**src/rtl/xor_parity_rx.sv**
```systemverilog
`default_nettype none
// ============================================================================
//  Module   : xor_parity_rx
//  Purpose  : Serial frame receiver with XOR parity checking. Deserialises
//             start / DATA_W data (LSB first) / parity / stop frames sampled
//             on a bit-rate strobe. Each completed word is presented, with its
//             parity and framing status, in a single valid/ready holding
//             register.
//  Params   : DATA_W - data bits per frame (2..32)
//             ODD    - parity sense, 0 = even, 1 = odd
//  Ports    : clk        - clock, rising edge
//             rst        - asynchronous active-high reset
//             bit_en     - one-cycle strobe per bit period
//             rx_bit     - serial line (idles high), sampled when bit_en=1
//             rx_data    - received word
//             rx_valid   - holding register occupied
//             rx_ready   - consumer accepts the word when rx_valid&&rx_ready
//             parity_err - parity mismatch for the held word
//             frame_err  - stop bit sampled low for the held word
//             overrun    - sticky: a completed frame was dropped (holding full)
//             busy       - receiver is inside a frame
//             err_cnt    - saturating count of loaded frames with any error
//                          (present only with XOR_PARITY_RX_ERRCNT_EN)
//  Options  : `define XOR_PARITY_RX_ERRCNT_EN adds the err_cnt port/counter.
//  Revision : 1.0 - initial release
// ============================================================================
module xor_parity_rx #(
    parameter int DATA_W = 8,
    parameter int ODD    = 0
) (
    input  logic              clk,
    input  logic              rst,
    input  logic              bit_en,
    input  logic              rx_bit,
    output logic [DATA_W-1:0] rx_data,
    output logic              rx_valid,
    input  logic              rx_ready,
    output logic              parity_err,
    output logic              frame_err,
    output logic              overrun,
`ifdef XOR_PARITY_RX_ERRCNT_EN
    output logic [7:0]        err_cnt,
`endif
    output logic              busy
);

    localparam int               CNT_W  = (DATA_W > 1) ? $clog2(DATA_W) : 1;
    localparam logic [CNT_W-1:0] c_last = CNT_W'(DATA_W - 1);
    localparam logic             c_odd  = (ODD != 0);

    typedef enum logic [1:0] {
        ST_IDLE   = 2'd0,
        ST_DATA   = 2'd1,
        ST_PARITY = 2'd2,
        ST_STOP   = 2'd3
    } state_t;

    state_t             r_state;
    state_t             w_state_nxt;
    logic [CNT_W-1:0]   r_cnt;
    logic [DATA_W-1:0]  r_shift;
    logic               r_acc;
    logic               r_perr;

    logic [DATA_W-1:0]  r_data;
    logic               r_valid;
    logic               r_parity_err;
    logic               r_frame_err;
    logic               r_overrun;

    logic               w_done;
    logic               w_free;
    logic               w_ferr;

    // ------------------------------------------------------------------
    // State register
    // ------------------------------------------------------------------
    always_ff @(posedge clk or posedge rst) begin
        if (rst) begin
            r_state <= ST_IDLE;
        end else begin
            r_state <= w_state_nxt;
        end
    end

    // ------------------------------------------------------------------
    // Next-state logic: moves only on bit strobes
    // ------------------------------------------------------------------
    always_comb begin
        w_state_nxt = r_state;
        if (bit_en) begin
            case (r_state)
                ST_IDLE:   if (!rx_bit) w_state_nxt = ST_DATA;
                ST_DATA:   if (r_cnt == c_last) w_state_nxt = ST_PARITY;
                ST_PARITY: w_state_nxt = ST_STOP;
                ST_STOP:   w_state_nxt = ST_IDLE;
                default:   w_state_nxt = ST_IDLE;
            endcase
        end
    end

    // ------------------------------------------------------------------
    // Deserialiser datapath: counter, shift register, parity accumulator
    // ------------------------------------------------------------------
    always_ff @(posedge clk or posedge rst) begin
        if (rst) begin
            r_cnt   <= '0;
            r_shift <= '0;
            r_acc   <= 1'b0;
            r_perr  <= 1'b0;
        end else if (bit_en) begin
            case (r_state)
                ST_IDLE: begin
                    if (!rx_bit) begin
                        r_cnt <= '0;
                        // Seeding with the parity sense makes acc^parity_bit
                        // equal to 1 exactly when the frame is in error.
                        r_acc <= c_odd;
                    end
                end
                ST_DATA: begin
                    // Right shift: the first (LSB) bit ends up in bit 0.
                    r_shift <= {rx_bit, r_shift[DATA_W-1:1]};
                    r_acc   <= r_acc ^ rx_bit;
                    r_cnt   <= r_cnt + CNT_W'(1);
                end
                ST_PARITY: begin
                    r_perr <= r_acc ^ rx_bit;
                end
                default: begin
                end
            endcase
        end
    end

    // ------------------------------------------------------------------
    // Holding register and handshake
    // ------------------------------------------------------------------
    assign w_done = bit_en && (r_state == ST_STOP);
    assign w_ferr = ~rx_bit;
    // A slot being drained this cycle can accept the new frame directly.
    assign w_free = !r_valid || rx_ready;

    always_ff @(posedge clk or posedge rst) begin
        if (rst) begin
            r_data       <= '0;
            r_valid      <= 1'b0;
            r_parity_err <= 1'b0;
            r_frame_err  <= 1'b0;
            r_overrun    <= 1'b0;
        end else if (w_done && w_free) begin
            r_data       <= r_shift;
            r_valid      <= 1'b1;
            r_parity_err <= r_perr;
            r_frame_err  <= w_ferr;
        end else if (w_done) begin
            r_overrun    <= 1'b1;
        end else if (r_valid && rx_ready) begin
            r_valid      <= 1'b0;
        end
    end

`ifdef XOR_PARITY_RX_ERRCNT_EN
    logic [7:0] r_err_cnt;

    always_ff @(posedge clk or posedge rst) begin
        if (rst) begin
            r_err_cnt <= 8'h00;
        end else if (w_done && w_free && (r_perr || w_ferr) && (r_err_cnt != 8'hFF)) begin
            r_err_cnt <= r_err_cnt + 8'h01;
        end
    end

    assign err_cnt = r_err_cnt;
`endif

    assign rx_data    = r_data;
    assign rx_valid   = r_valid;
    assign parity_err = r_parity_err;
    assign frame_err  = r_frame_err;
    assign overrun    = r_overrun;
    assign busy       = (r_state != ST_IDLE);

endmodule
`default_nettype wire

```
**config.mk**
```make
export PLATFORM = sky130hd
export DESIGN_NAME = xor_parity_rx
export DESIGN_NICKNAME = d
export VERILOG_FILES = /design/src/rtl/xor_parity_rx.sv
export SDC_FILE = /design/constraint.sdc
export NUM_CORES = 1
export LEC_CHECK = 0
export BUFFER_PORTS_ARGS = -buffer_cell sky130_fd_sc_hd__buf_2
export CAP_MARGIN = 30
export CORE_ASPECT_RATIO = 1.2
export CORE_MARGIN = 5
export CORE_UTILIZATION = 55
export CTS_CLUSTER_SIZE = 16
export DETAILED_ROUTE_END_ITERATION = 7
export GPL_TIMING_DRIVEN = 0
export PLACE_DENSITY = 0.88
export SETUP_SLACK_MARGIN = 0.3
export SKIP_CTS_REPAIR_TIMING = 1
export SLEW_MARGIN = 20
export SYNTH_ARGS = -nofsm -noshare
export SYNTH_HDL_FRONTEND = slang
export SYNTH_SLANG_ARGS = --single-unit
```
**constraint.sdc**
```tcl
create_clock -name clk -period 3 [get_ports clk]
set_input_delay 0.3 -clock clk [delete_from_list [all_inputs] [get_ports clk]]
set_output_delay 0.3 -clock clk [all_outputs]
set_load 0.02 [all_outputs]
```
After elaboration in Yosys (flattened, before gate mapping):

Index checks and enable logic that the tools add are counted.

* output and inout bits: 13
* register bits: 27
* word-level logic and storage cells: 46
* bits of input ports: 5

* add/subtract/negate cells: 1
* muxes and demuxes: 10
* reduce and logical (&&, ||, !) cells: 15
* equality and inequality tests: 7
* bitwise logic cells: 3

Operators by type and width (count)
* case mux 2 bit (4 select lines): 1
* AND reduction 2 bit: 4
* case mux 3 bit (2 select lines): 1
* AND reduction 3 bit: 2
* nonzero test 2 bit: 3
* == test 2 bit (second input constant): 2
* two-way mux 1 bit: 4
* two-way mux 2 bit: 2
* != test 2 bit (second input constant): 2
* adder 3 x 1 -> 3 bit (second input constant): 1
* == test 3 bit (second input constant): 1
* logical AND 1 bit: 3
* two-way mux 3 bit: 1
* == test 2 x 1 -> 1 bit (second input constant): 1
* zero test 2 bit: 1
* != test 2 x 1 -> 1 bit (second input constant): 1
* NOT 1 bit: 2
* case mux 1 bit (2 select lines): 1
* zero test 1 bit: 1
* logical OR 1 bit: 1
* XOR 1 bit: 1

Depth between registers and ports, before layout:

Gate-level depths: netlist of run 1.

* depth in word-level cells: 5
* depth in mapped cells: 5
* mapped depth without buffers: 5

Worst setup path before layout of run 1:

Ideal clock, no wire load.

* path kind: register to register
* start point: register r_cnt[0]
* end point: register r_state[1]
* period minus slack after synthesis: 1394 ps
* cell stages (with the launch flop): 6
* arrival: 1267 ps
* setup slack: 1606 ps
* required time: 2872 ps
* cells stage by stage: dfrtp_1 ha_1 ha_1 nand2b_1 nand3_1 mux2_1

* word-level cells in the longest chain between the ends: 3

Ends and longest elaborated chain
* from (decl): RTL line 60 `logic [CNT_W-1:0] r_cnt;`
* from (signal assigned): RTL line 125 `r_cnt <= r_cnt + CNT_W'(1);`
* == test 3 bit: RTL line 94 `ST_DATA: if (r_cnt == c_last) w_state_nxt = ST_PARITY;`
* != test 2 bit (no source line)
* AND reduction 3 bit (no source line)
* to (signal assigned): RTL line 82 `r_state <= w_state_nxt;`
* to (decl): RTL line 58 `state_t r_state;`

No other way between the ends.
A chain may end at the register's enable or synchronous reset.

Worst setup path after layout of run 1:

* start point: register r_state[0]
* end point: output busy

* word-level cells in the longest chain between the ends: 1

Ends and longest elaborated chain
* nonzero test 2 bit: RTL line 182 `assign busy = (r_state != ST_IDLE);`
* to (decl): RTL line 44 `output logic busy`

No other way between the ends.

==> key figures, run 1 <==
Pwr
  – Peak supply drop: between 500 and 600 µV
  – Cell internal pwr: roughly 930 µW
  – Overall Power: approximately 1.5 mW
  – Pwr Density: 1030 nW/µm²
  – Switch share: between 30% and 40%
  – Sw Pwr: 535 µW
  – Combinational Power Share: 45.5%
  – Clock power frac: about 10%
  – LEAKAGE: approximately 0.72 nW
  – Sequential Power Share: between 40 and 50%

Worst setup path
  – Critical path class: reg2out
  – Flop-to-flop setup slack: between 1 and 1.5 ns
  – CP Capture Type: output pin
  – CP Max Fanout: 7
  – Startpoint Class: flip-flop
  – Data arrival time of the worst path: about 1.4 ns
  – Required time of the critical path: between 2 and 3 ns

Finish
  – Share of cells above drive strength 1: between 30% and 40%
  – Filler cells: 157
  – Final #Nets: between 100 and 150
  – P&R area growth vs syn: 15.0%
  – Core Util, Final: roughly 68%
  – Ant. Diodes: 0

CTS
  – Clk root buf: clkbuf_4
  – Htree depth: 1
  – Clock tree buffer depth: 2
  – Worst-path clk slew: approximately 0.14 ns
  – Worst-skew pair later-pin latency: 0.30 ns
  – TritonCTS clock tree: yes
  – CTS buffer count: 3
  – Sink Count: 27

Yosys
  – Syn Area/Cell: roughly 15 µm²
  – Seq/Total Area, Yosys: 54.7%
  – Post-Synthesis Cells: 84
  – Cell variety after synth: 25
  – Synth Register Bits: 27
  – Synth Warn #: 0
  – Mapped cell area: ~1200 µm²
  – Post-Syn Nets: 95

Timing
  – Final setup skew: approximately 0.0014 ns
  – Max-slew violation count: 0
  – Hold Slack: roughly 0.21 ns
  – Slew @ Worst Pin: approximately 0.39 ns
  – Min Tclk post-route: roughly 1.6 ns
  – Final setup viols: 0
  – Hold Violations, Final: 0
  – Max Fclk: slightly above 600 MHz
  – Final TNS setup: 0 ns
  – RSZ-0062 raised after global routing: no
  – Relative slew slack: ~74%
  – Final worst path period share: around 55%

Floorplanning
  – Initial core utilization: roughly 60%
  – Die width: 53.3 µm
  – Cell Rows: 18
  – Die Y: between 60 and 70 µm
  – Ports: 18
  – Die area: approximately 3300 µm²
  – Area of the core: 2090 µm²

Route
  – Final antenna-violating net count: 0
  – Initial DRC count: 9
  – WL/cell: 13.1 µm
  – Number of remaining DRC errors: 0
  – Vias/cell: 5.01
  – DR vias: 681
  – Final wirelength: roughly 1800 µm
  – DRT Pass-1 Iters: 5

Placement
  – Number of port buffers: 16
  – HPWL after detailed placement: around 1400 µm
  – GP Congestion: about 0.72

Global route
  – Total GRT Usage: about an eighth
  – First-pass GRT wire length: roughly 3100 µm
  – Gr ovfl total: 0
  – Vias in the first global route: approximately 750
  – Initial antenna violation count: 0
  – Largest net degree at the start of global routing: 21

Run
  – Max-Cap Viols: 0

Status
  – Run status: finished, final reports clean

Hold path
  – Hold crit path type: in2reg
layout by cell type (no fill, tap or decap), drive strengths merged, types with 2 or more instances in the layout:
cell / count
inv: 6
buf: 19
a21oi: 4
dfrtp: 27
clkbuf: 3
mux2i: 2
a22o: 2
nand2b: 2
ha: 6
mux2: 19
nand2: 4
final timing paths:
kind / depth (start not counted) / startpoint / endpoint
setup reg to reg: 5 / r_state[0] / r_state[1]
hold / removal: 2 / bit_en / r_perr
hold reg to reg: 1 / overrun / overrun
max in group asynchronous: 4 / rst / rx_data[5]
setup / recovery: 4 / r_state[0] / busy
min in group asynchronous: 3 / rst / rx_valid
power by group through the flow:
stage	Clock, mW	Sequential (mW)	Combinational, mW
global placement	0	0.648	0.645
CTS	0.158	0.655	0.678
finish	0.150	0.650	0.667
global route	0.174	0.677	0.728
floorplan	0	0.737	0.418
detailed placement	0	0.664	0.675
per-layer routing:
| metal | wire [µm] | global-route usage (%) | part of all wire, % |
|---|---|---|---|
| met3 | 48 | 2.39 | 2.7 |
| met4 | 7 | 1.82 | 0.39 |
| met5 | 0 | 0 | 0 |
| met2 | 906 | 22.8 | 51 |
| met1 | 824 | 15.4 | 46 |
worst max-delay path, stage by stage, from the launching register on:
cell	delay, ns
dfrtp_1	0.43
inv_1	0.11
ha_1	0.29
inv_1	0.06
buf_2	0.16
cell usage after synthesis, drive strengths merged:
master  number  share of area (%)
dfrtp       27                 55
mux2        19                 20
ha           6                6.1
inv          6                1.8
a21oi        4                1.6
nand2        4                2.4
a22o         2                1.4
buf          2                2.5
mux2i        2                1.6
nand2b       2                1.6
a311oi       1               0.71
a31oi        1               0.51
and2b        1               0.61
nand3        1               0.40
nand3b       1               0.61
nor2         1               0.30
nor2b        1                1.1
o211ai       1               0.61
o21bai       1               0.61
xnor2        1               0.71
through the flow:
step / cell area [µm²] / setup slack [ns] / std cells
4_1_cts: 1410 / 1.34 / 135
5_1_grt: 1420 / 1.26 / 136
6_report: 1420 / 1.35 / 136
3_5_place_dp: 1380 / 1.49 / 131
2_1_floorplan: 1240 / 1.61 / 84
3_3_place_gp: 1350 / 1.56 / 130
cells by family after synthesis:
kind of cell	count (synthesis)	synth area share, %
xor+xnor	1	0.709
buf+inv	8	4.35
simple gates	11	7.08
compound gates	10	5.47
fa+ha+maj	6	6.07
flops	27	54.7
mux	21	21.7
sequential cells by signal (all words and copies together), names as in the netlist:
| name | count |
|---|---|
| r_shift | 8 |
| rx_data | 8 |
| r_cnt | 3 |
| r_state | 2 |
| frame_err | 1 |
| overrun | 1 |
| parity_err | 1 |
| r_acc | 1 |
| r_perr | 1 |
| rx_valid | 1 |
area by class of cell:
cell class | instances | area (µm²) | area share (%)
plain buffers | 2 | 31.3 | 2.20
clock buffers | 3 | 22.5 | 1.58
clock inverters | 1 | 7.51 | 0.528
inverters | 6 | 22.5 | 1.58
multi-input cells | 49 | 507 | 35.7
flip-flops and latches | 27 | 676 | 47.5
well taps | 30 | 37.5 | 2.64
repair buffers | 18 | 118 | 8.27
No activity file was read; power rests on OpenSTA's default activity.
==> run 2: changes to the inputs <==
==> constraint.sdc (replaced) <==
create_clock -name clk -period 1.7 [get_ports clk]
set_input_delay 0.17 -clock clk [delete_from_list [all_inputs] [get_ports clk]]
set_output_delay 0.17 -clock clk [all_outputs]
set_load 0.02 [all_outputs]
==> run 2 against run 1 <==
Non-clock buffer count is 5 higher. Power is 91% higher. Sequential power is 78% higher. Utilization is 4.0 points higher. Hold slack worse by 0.12 ns. First-iteration DRC count is 33% lower. Routed wire length is 12% higher. Critical endpoint is now r_state[1]. Via count is 3.8% higher.
==> key figures, run 2 (same netlist as run 1, synthesis figures left out) <==
Hold path
  – Hold Path Sink: r_perr (unchanged)
  – Worst hold path depth: 2 (unchanged)
  – Hold crit path type: in2reg (unchanged)
  – Min-Delay Startpoint: bit_en (unchanged)

CTS
  – Clock tree buffer depth: 2 (unchanged)
  – Clk root buf: clkbuf_4 (unchanged)
  – Htree depth: 1 (unchanged)
  – TritonCTS clock tree: yes (unchanged)
  – Sink Count: 27 (unchanged)
  – Worst-path clk slew: 0.14 ns (about the same)
  – Worst-skew pair later-pin latency: 0.31 ns (was 0.30 ns)
  – CTS buffer count: 3 (unchanged)

Worst setup path
  – Startpoint Class: flip-flop (unchanged)
  – Flop-to-flop setup slack: 0.30 ns (was 1.49 ns)
  – Buf+Inv Stages, Crit Path: 0 (was 3)
  – Reg2reg path depth: 5 (unchanged)
  – Critical path class: reg2reg (was reg2out)
  – Slowest CP cell: dfrtp_1 (unchanged)
  – Required time of the critical path: 1.91 ns (was 2.70 ns)
  – Cell Chain, Critical Path: ha_2 > ha_1 > nand2b_4 > nand3_2 > mux2_4 (was inv_1 > ha_1 > inv_1 > buf_2)
  – CP Capture Type: flip-flop (was output pin)
  – Top delay family on crit path: flip-flops (unchanged)
  – CP Max Fanout: 2 (was 7)
  – R2r endpoint: r_state[1] (unchanged)
  – Data arrival time of the worst path: 1.61 ns (was 1.35 ns)
  – FF-to-FF Start: r_cnt[0] (was r_state[0])
  – Largest stage delay, worst path: 0.42 ns (was 0.43 ns)

Placement
  – GP Congestion: 0.725 (unchanged)
  – HPWL after detailed placement: 1400 µm (unchanged)
  – Number of port buffers: 16 (unchanged)
  – Post-DP Area: 1380 µm² (unchanged)

Route
  – Final antenna-violating net count: 0 (unchanged)
  – WL/cell: 14.1 µm (was 13.1 µm)
  – DR vias: 707 (was 681)
  – DRT Pass-1 Iters: 2 (was 5)
  – Final wirelength: 1990 µm (was 1790 µm)
  – Initial DRC count: 6 (was 9)
  – Vias/cell: 5.01 (about the same)
  – Number of remaining DRC errors: 0 (unchanged)

Timing
  – Hold Violations, Final: 0 (unchanged)
  – Final worst path period share: between 80 and 90%
  – Final TNS setup: 0 ns (unchanged)
  – Max-slew violation count: 0 (unchanged)
  – Min Tclk post-route: 1.40 ns
  – Relative slew slack: 74.7% (was 74.3%)
  – Max Fclk: 712 MHz
  – Final setup viols: 0 (unchanged)
  – Final setup skew: 0.00345 ns (was 0.00142 ns)
  – Slew @ Worst Pin: 0.379 ns (was 0.385 ns)
  – RSZ-0062 raised after global routing: yes (was no)

Floorplanning
  – Initial core utilization: 59.0% (unchanged)
  – Cell Rows: 18 (unchanged)
  – Die width: 53.3 µm (unchanged)
  – Die Y: 61.9 µm (unchanged)
  – Die area: 3300 µm² (unchanged)
  – Area of the core: 2090 µm² (unchanged)
  – Ports: 18 (unchanged)

Global route
  – Initial antenna violation count: 0 (unchanged)
  – Vias in the first global route: 749 (unchanged)
  – Gr ovfl total: 0 (unchanged)
  – Largest net degree at the start of global routing: 21 (unchanged)
  – First-pass GRT wire length: 3130 µm (unchanged)
  – Total GRT Usage: 12.4% (unchanged)

Pwr
  – Pwr Density: 1860 nW/µm² (was 1030 nW/µm²)
  – LEAKAGE: 0.748 nW (was 0.719 nW)
  – Peak supply drop: 973 µV (was 546 µV)
  – Overall Power: 2.81 mW (was 1.47 mW)

Finish
  – Core Util, Final: 71.9% (was 67.9%)
  – Commonest non-fill, non-tap cells in the layout: 27 x dfrtp_1, 15 x buf_2, 10 x mux2_4, 6 x mux2_2, 5 x buf_4 (was 27 x dfrtp_1, 16 x buf_2, 9 x mux2_4)
  – Ant. Diodes: 0 (unchanged)
  – Finished Cell Area: 1510 µm² (was 1420 µm²)
  – Final #Nets: 123 (was 118)
  – Filler cells: 146 (was 157)
  – Most common cell after layout, fill and taps aside: dfrtp_1 (unchanged)
  – Share of cells above drive strength 1: 51.4% (was 39.6%)
  – P&R area growth vs syn: 21.8% (was 15.0%)

Status
  – Run status: finished, final reports clean (unchanged)

Run
  – Max-Cap Viols: 0 (unchanged)
-- run 2: cell types whose count changed in the layout (fill, tap and decap cells not counted), moves of 2 or more --
cell   delta
ha_2      +3
inv_1     -2
ha_1      -4
buf_4     +5
inv_2     +2
-- run 2: metal layers --
layer  vias up  track usage, %  share of wire, %
met5         -               0                 0
met4         0            1.82                 0
met3         0            2.39               2.6
met2         8            22.8                52
met1       357            15.4                45
li1        342               -                 -
-- run 2: layout make-up --
class                      count  area [µm²]  share of cell area [%]
timing repair buffer          23         161                    10.7
clock buffer                   3        22.5                    1.50
multi-input combinational     49         547                    36.3
sequential                    27         676                    44.9
clock inverter                 1        7.51                   0.499
inverter                       6        22.5                    1.50
buffer                         2        31.3                    2.08
tap                           30        37.5                    2.49
-- run 2: how the worst max path moves through the flow --
stage | start | to | slack, ns | depth (start not counted)
2_1_floorplan | r_cnt[0] | r_state[1] | 0.31 | 5
3_3_place_gp | r_state[0] | r_state[1] | 0.26 | 5
3_5_place_dp | r_state[0] | r_state[1] | 0.19 | 5
4_1_cts | r_state[0] | busy | 0.17 | 4
5_1_grt | r_state[1] | busy | 0.22 | 4
6_report | r_cnt[0] | r_state[1] | 0.30 | 5
-- run 2: worst register-to-register path: cells and delay by family, from the launching register on --
kind | cells | cell delay (ns)
adders and majority gates | 2 | 0.37
and+or+nand+nor | 2 | 0.22
DFF | 1 | 0.42
muxes | 1 | 0.30
-- run 2: report_power, final --
group | internal, mW | switching [mW] | leakage, nW
sequential | 0.953 | 0.204 | 0.331
clock | 0.0894 | 0.180 | 0.0139
combinational | 0.738 | 0.643 | 0.403
total | 1.78 | 1.03 | 0.748
-- run 2: metrics by stage --
stage / worst slack (ns) / cells / hold WS, ns
after CTS: 0.171 / 135 / -0.192
after detailed placement: 0.192 / 131 / 0.159
final: 0.296 / 141 / 0.0899
after global placement: 0.262 / 130 / 0.408
after global routing: 0.224 / 141 / 0.0772
after floorplan: 0.306 / 84 / 0.223
==> run 3: changes to the inputs <==
--- a/config.mk
+++ b/config.mk
@@ -9,11 +9,11 @@
 export CAP_MARGIN = 30
 export CORE_ASPECT_RATIO = 1.2
 export CORE_MARGIN = 5
-export CORE_UTILIZATION = 55
+export CORE_UTILIZATION = 49
 export CTS_CLUSTER_SIZE = 16
 export DETAILED_ROUTE_END_ITERATION = 7
 export GPL_TIMING_DRIVEN = 0
-export PLACE_DENSITY = 0.88
+export PLACE_DENSITY = 0.84
 export SETUP_SLACK_MARGIN = 0.3
 export SKIP_CTS_REPAIR_TIMING = 1
 export SLEW_MARGIN = 20
==> constraint.sdc (replaced) <==
create_clock -name clk -period 1.15 [get_ports clk]
set_input_delay 0.115 -clock clk [delete_from_list [all_inputs] [get_ports clk]]
set_output_delay 0.115 -clock clk [all_outputs]
set_load 0.02 [all_outputs]
==> run 3 against run 2 <==
The run now ends with setup timing left. Count of clock-buffer cells in the layout increased by 1. Die area increased by 10%. Hold slack got worse by 0.037 ns. Final cell count increased by 8.5%. Critical path depth decreased by 1. Routed wire length increased by 20%. Power increased by 76%. Clock power increased by 52%.
==> key figures, run 3 (same netlist as run 1, synthesis figures left out) <==
Status
  – Run status: finished, violations left (was finished, final reports clean)
  – Failing checks: setup timing

Worst setup path
  – Cell Chain, Critical Path: inv_2 > ha_4 > inv_2 > buf_6 (was ha_2 > ha_1 > nand2b_4 > nand3_2 > mux2_4)
  – Slowest CP cell: dfrtp_2 (was dfrtp_1)
  – Critical path class: reg2out (was reg2reg)
  – Worst path depth: 4 (was 5)
  – Data arrival time of the worst path: 1.27 ns (was 1.61 ns)
  – Crit path capture: busy (was r_state[1])
  – Flop-to-flop setup slack: -0.23 ns (was 0.30 ns)
  – Top cell by count, worst path: inv_2
  – CP Capture Type: output pin (was flip-flop)
  – Reg2reg path depth: 5 (unchanged)
  – Buf+Inv Stages, Crit Path: 3 (was 0)
  – Startpoint Class: flip-flop (unchanged)
  – Worst setup path start: r_state[0] (was r_cnt[0])
  – FF-to-FF Start: r_state[1] (was r_cnt[0])
  – Required time of the critical path: 1.03 ns (was 1.91 ns)
  – R2r endpoint: rx_data[3] (was r_state[1])
  – Largest stage delay, worst path: 0.48 ns (was 0.42 ns)
  – CP Max Fanout: 7 (was 2)
  – Top delay family on crit path: flip-flops (unchanged)

Timing
  – Min Tclk post-route: 1.39 ns
  – Max-slew violation count: 0 (unchanged)
  – Hold Slack: 0.0528 ns (was 0.0899 ns)
  – RSZ-0062 raised after global routing: yes (unchanged)
  – Max Fclk: a little over 700 MHz
  – Post-route setup slack: -0.236 ns (was 0.296 ns)
  – Relative slew slack: 78.0% (was 74.7%)
  – Final worst path period share: 121%
  – Hold Violations, Final: 0 (unchanged)
  – Slew @ Worst Pin: 0.327 ns (was 0.379 ns)
  – Final setup viols: 26 (was 0)
  – Final setup skew: 0.00165 ns (was 0.00345 ns)

Finish
  – P&R area growth vs syn: 39.3% (was 21.8%)
  – Most common cell after layout, fill and taps aside: dfrtp_1 (unchanged)
  – Ant. Diodes: 0 (unchanged)
  – Commonest non-fill, non-tap cells in the layout: 25 x dfrtp_1, 15 x buf_6, 13 x buf_4, 12 x mux2_4, 6 x mux2_2 (was 27 x dfrtp_1, 15 x buf_2, 10 x mux2_4, 6 x mux2_2, 5 x buf_4)
  – Share of cells above drive strength 1: 61.7% (was 51.4%)
  – Final #Nets: 132 (was 123)
  – Finished Cell Area: 1720 µm² (was 1510 µm²)
  – Core Util, Final: 69.5% (was 71.9%)

Global route
  – Met1 usage: 12.6% (was 15.4%)
  – Met2 usage: 23.7% (was 22.8%)
  – Largest net degree at the start of global routing: 28 (was 21)
  – GR Util met3: 2.59% (was 2.39%)
  – Gr ovfl total: 0 (unchanged)
  – First-pass GRT wire length: 3420 µm (was 3130 µm)
  – Total GRT Usage: 11.9% (was 12.4%)
  – Vias in the first global route: 783 (was 749)
  – Busiest grt layer: met2 (unchanged)
  – Initial antenna violation count: 0 (unchanged)

CTS
  – Sink Count: 27 (unchanged)
  – CTS buffer count: 3 (unchanged)
  – TritonCTS clock tree: yes (unchanged)
  – Clk root buf: clkbuf_4 (unchanged)
  – Worst-path clk slew: 0.14 ns (about the same)
  – Worst-skew pair later-pin latency: 0.32 ns (was 0.31 ns)
  – Htree depth: 1 (unchanged)
  – Clock tree buffer depth: 2 (unchanged)

Hold path
  – Hold crit path type: in2reg (unchanged)
  – Min-Delay Startpoint: bit_en (unchanged)
  – Worst hold path depth: 2 (unchanged)

Pwr
  – LEAKAGE: 0.816 nW (was 0.748 nW)
  – Peak supply drop: 1720 µV (was 973 µV)
  – Pwr Density: 2860 nW/µm² (was 1860 nW/µm²)
  – Overall Power: 4.93 mW (was 2.81 mW)

Placement
  – Post-DP Area: 1400 µm² (was 1380 µm²)
  – GP Congestion: 0.719 (was 0.725)
  – Number of port buffers: 16 (unchanged)
  – Dpl ws: -0.317 ns (was 0.192 ns)
  – HPWL after detailed placement: 1570 µm (was 1400 µm)

Floorplanning
  – Die Y: 65.0 µm (was 61.9 µm)
  – Area of the core: 2480 µm² (was 2090 µm²)
  – Cell Rows: 20 (was 18)
  – Die width: 55.9 µm (was 53.3 µm)
  – Die area: 3630 µm² (was 3300 µm²)
  – Ports: 18 (unchanged)
  – Initial core utilization: 49.9% (was 59.0%)

Route
  – DRT Pass-1 Iters: 4 (was 2)
  – Final antenna-violating net count: 0 (unchanged)
  – Number of remaining DRC errors: 0 (unchanged)
  – Vias/cell: 5.17 (was 5.01)
  – Final wirelength: 2390 µm (was 1990 µm)
  – WL/cell: 15.6 µm (was 14.1 µm)
  – Initial DRC count: 28 (was 6)
  – DR vias: 791 (was 707)

Run
  – Max-Cap Viols: 0 (unchanged)
## run 3: metal layers
layer  routed length [µm]  part of all wire [%]
met3                   87                   3.6
met5                    0                     0
met4                   21                  0.88
met2                 1370                    57
met1                  920                    38
## run 3: worst min path at each step
stage	to	slack [ns]
2_1_floorplan	frame_err	0.17
3_3_place_gp	rx_valid	0.37
4_1_cts	r_perr	0.04
6_report	r_perr	0.05
5_1_grt	r_perr	0.05
3_5_place_dp	r_perr	0.38
## run 3: cell type report
type / count / area, µm²
repair buffers: 32 / 308
clock buffers: 4 / 26.3
flip-flops and latches: 27 / 678
plain buffers: 2 / 31.3
inverters: 6 / 25.0
well taps: 33 / 41.3
multi-input cells: 49 / 612
fillers: 167 / 756
## run 3: power breakdown
part / switching [mW] / internal, mW / leakage, nW
Combinational: 1.10 / 1.60 / 0.472
Clock: 0.273 / 0.136 / 0.0150
Sequential: 0.400 / 1.42 / 0.329
Total: 1.77 / 3.16 / 0.816
## run 3: through the flow
stage / setup TNS, ns / cells
after floorplan: -2.74 / 84
after global placement: -4.10 / 133
after detailed placement: -5.34 / 133
after CTS: -6.09 / 137
after global routing: -5.58 / 153
final: -4.43 / 153
## run 3: worst reg2reg max path: cells and delay by family (launching register included)
kind                       cells  cell delay (ns)
adders and majority gates      1             0.17
buffers and inverters          1             0.15
DFF                            1             0.46
muxes                          1             0.31
and+or+nand+nor                2             0.19
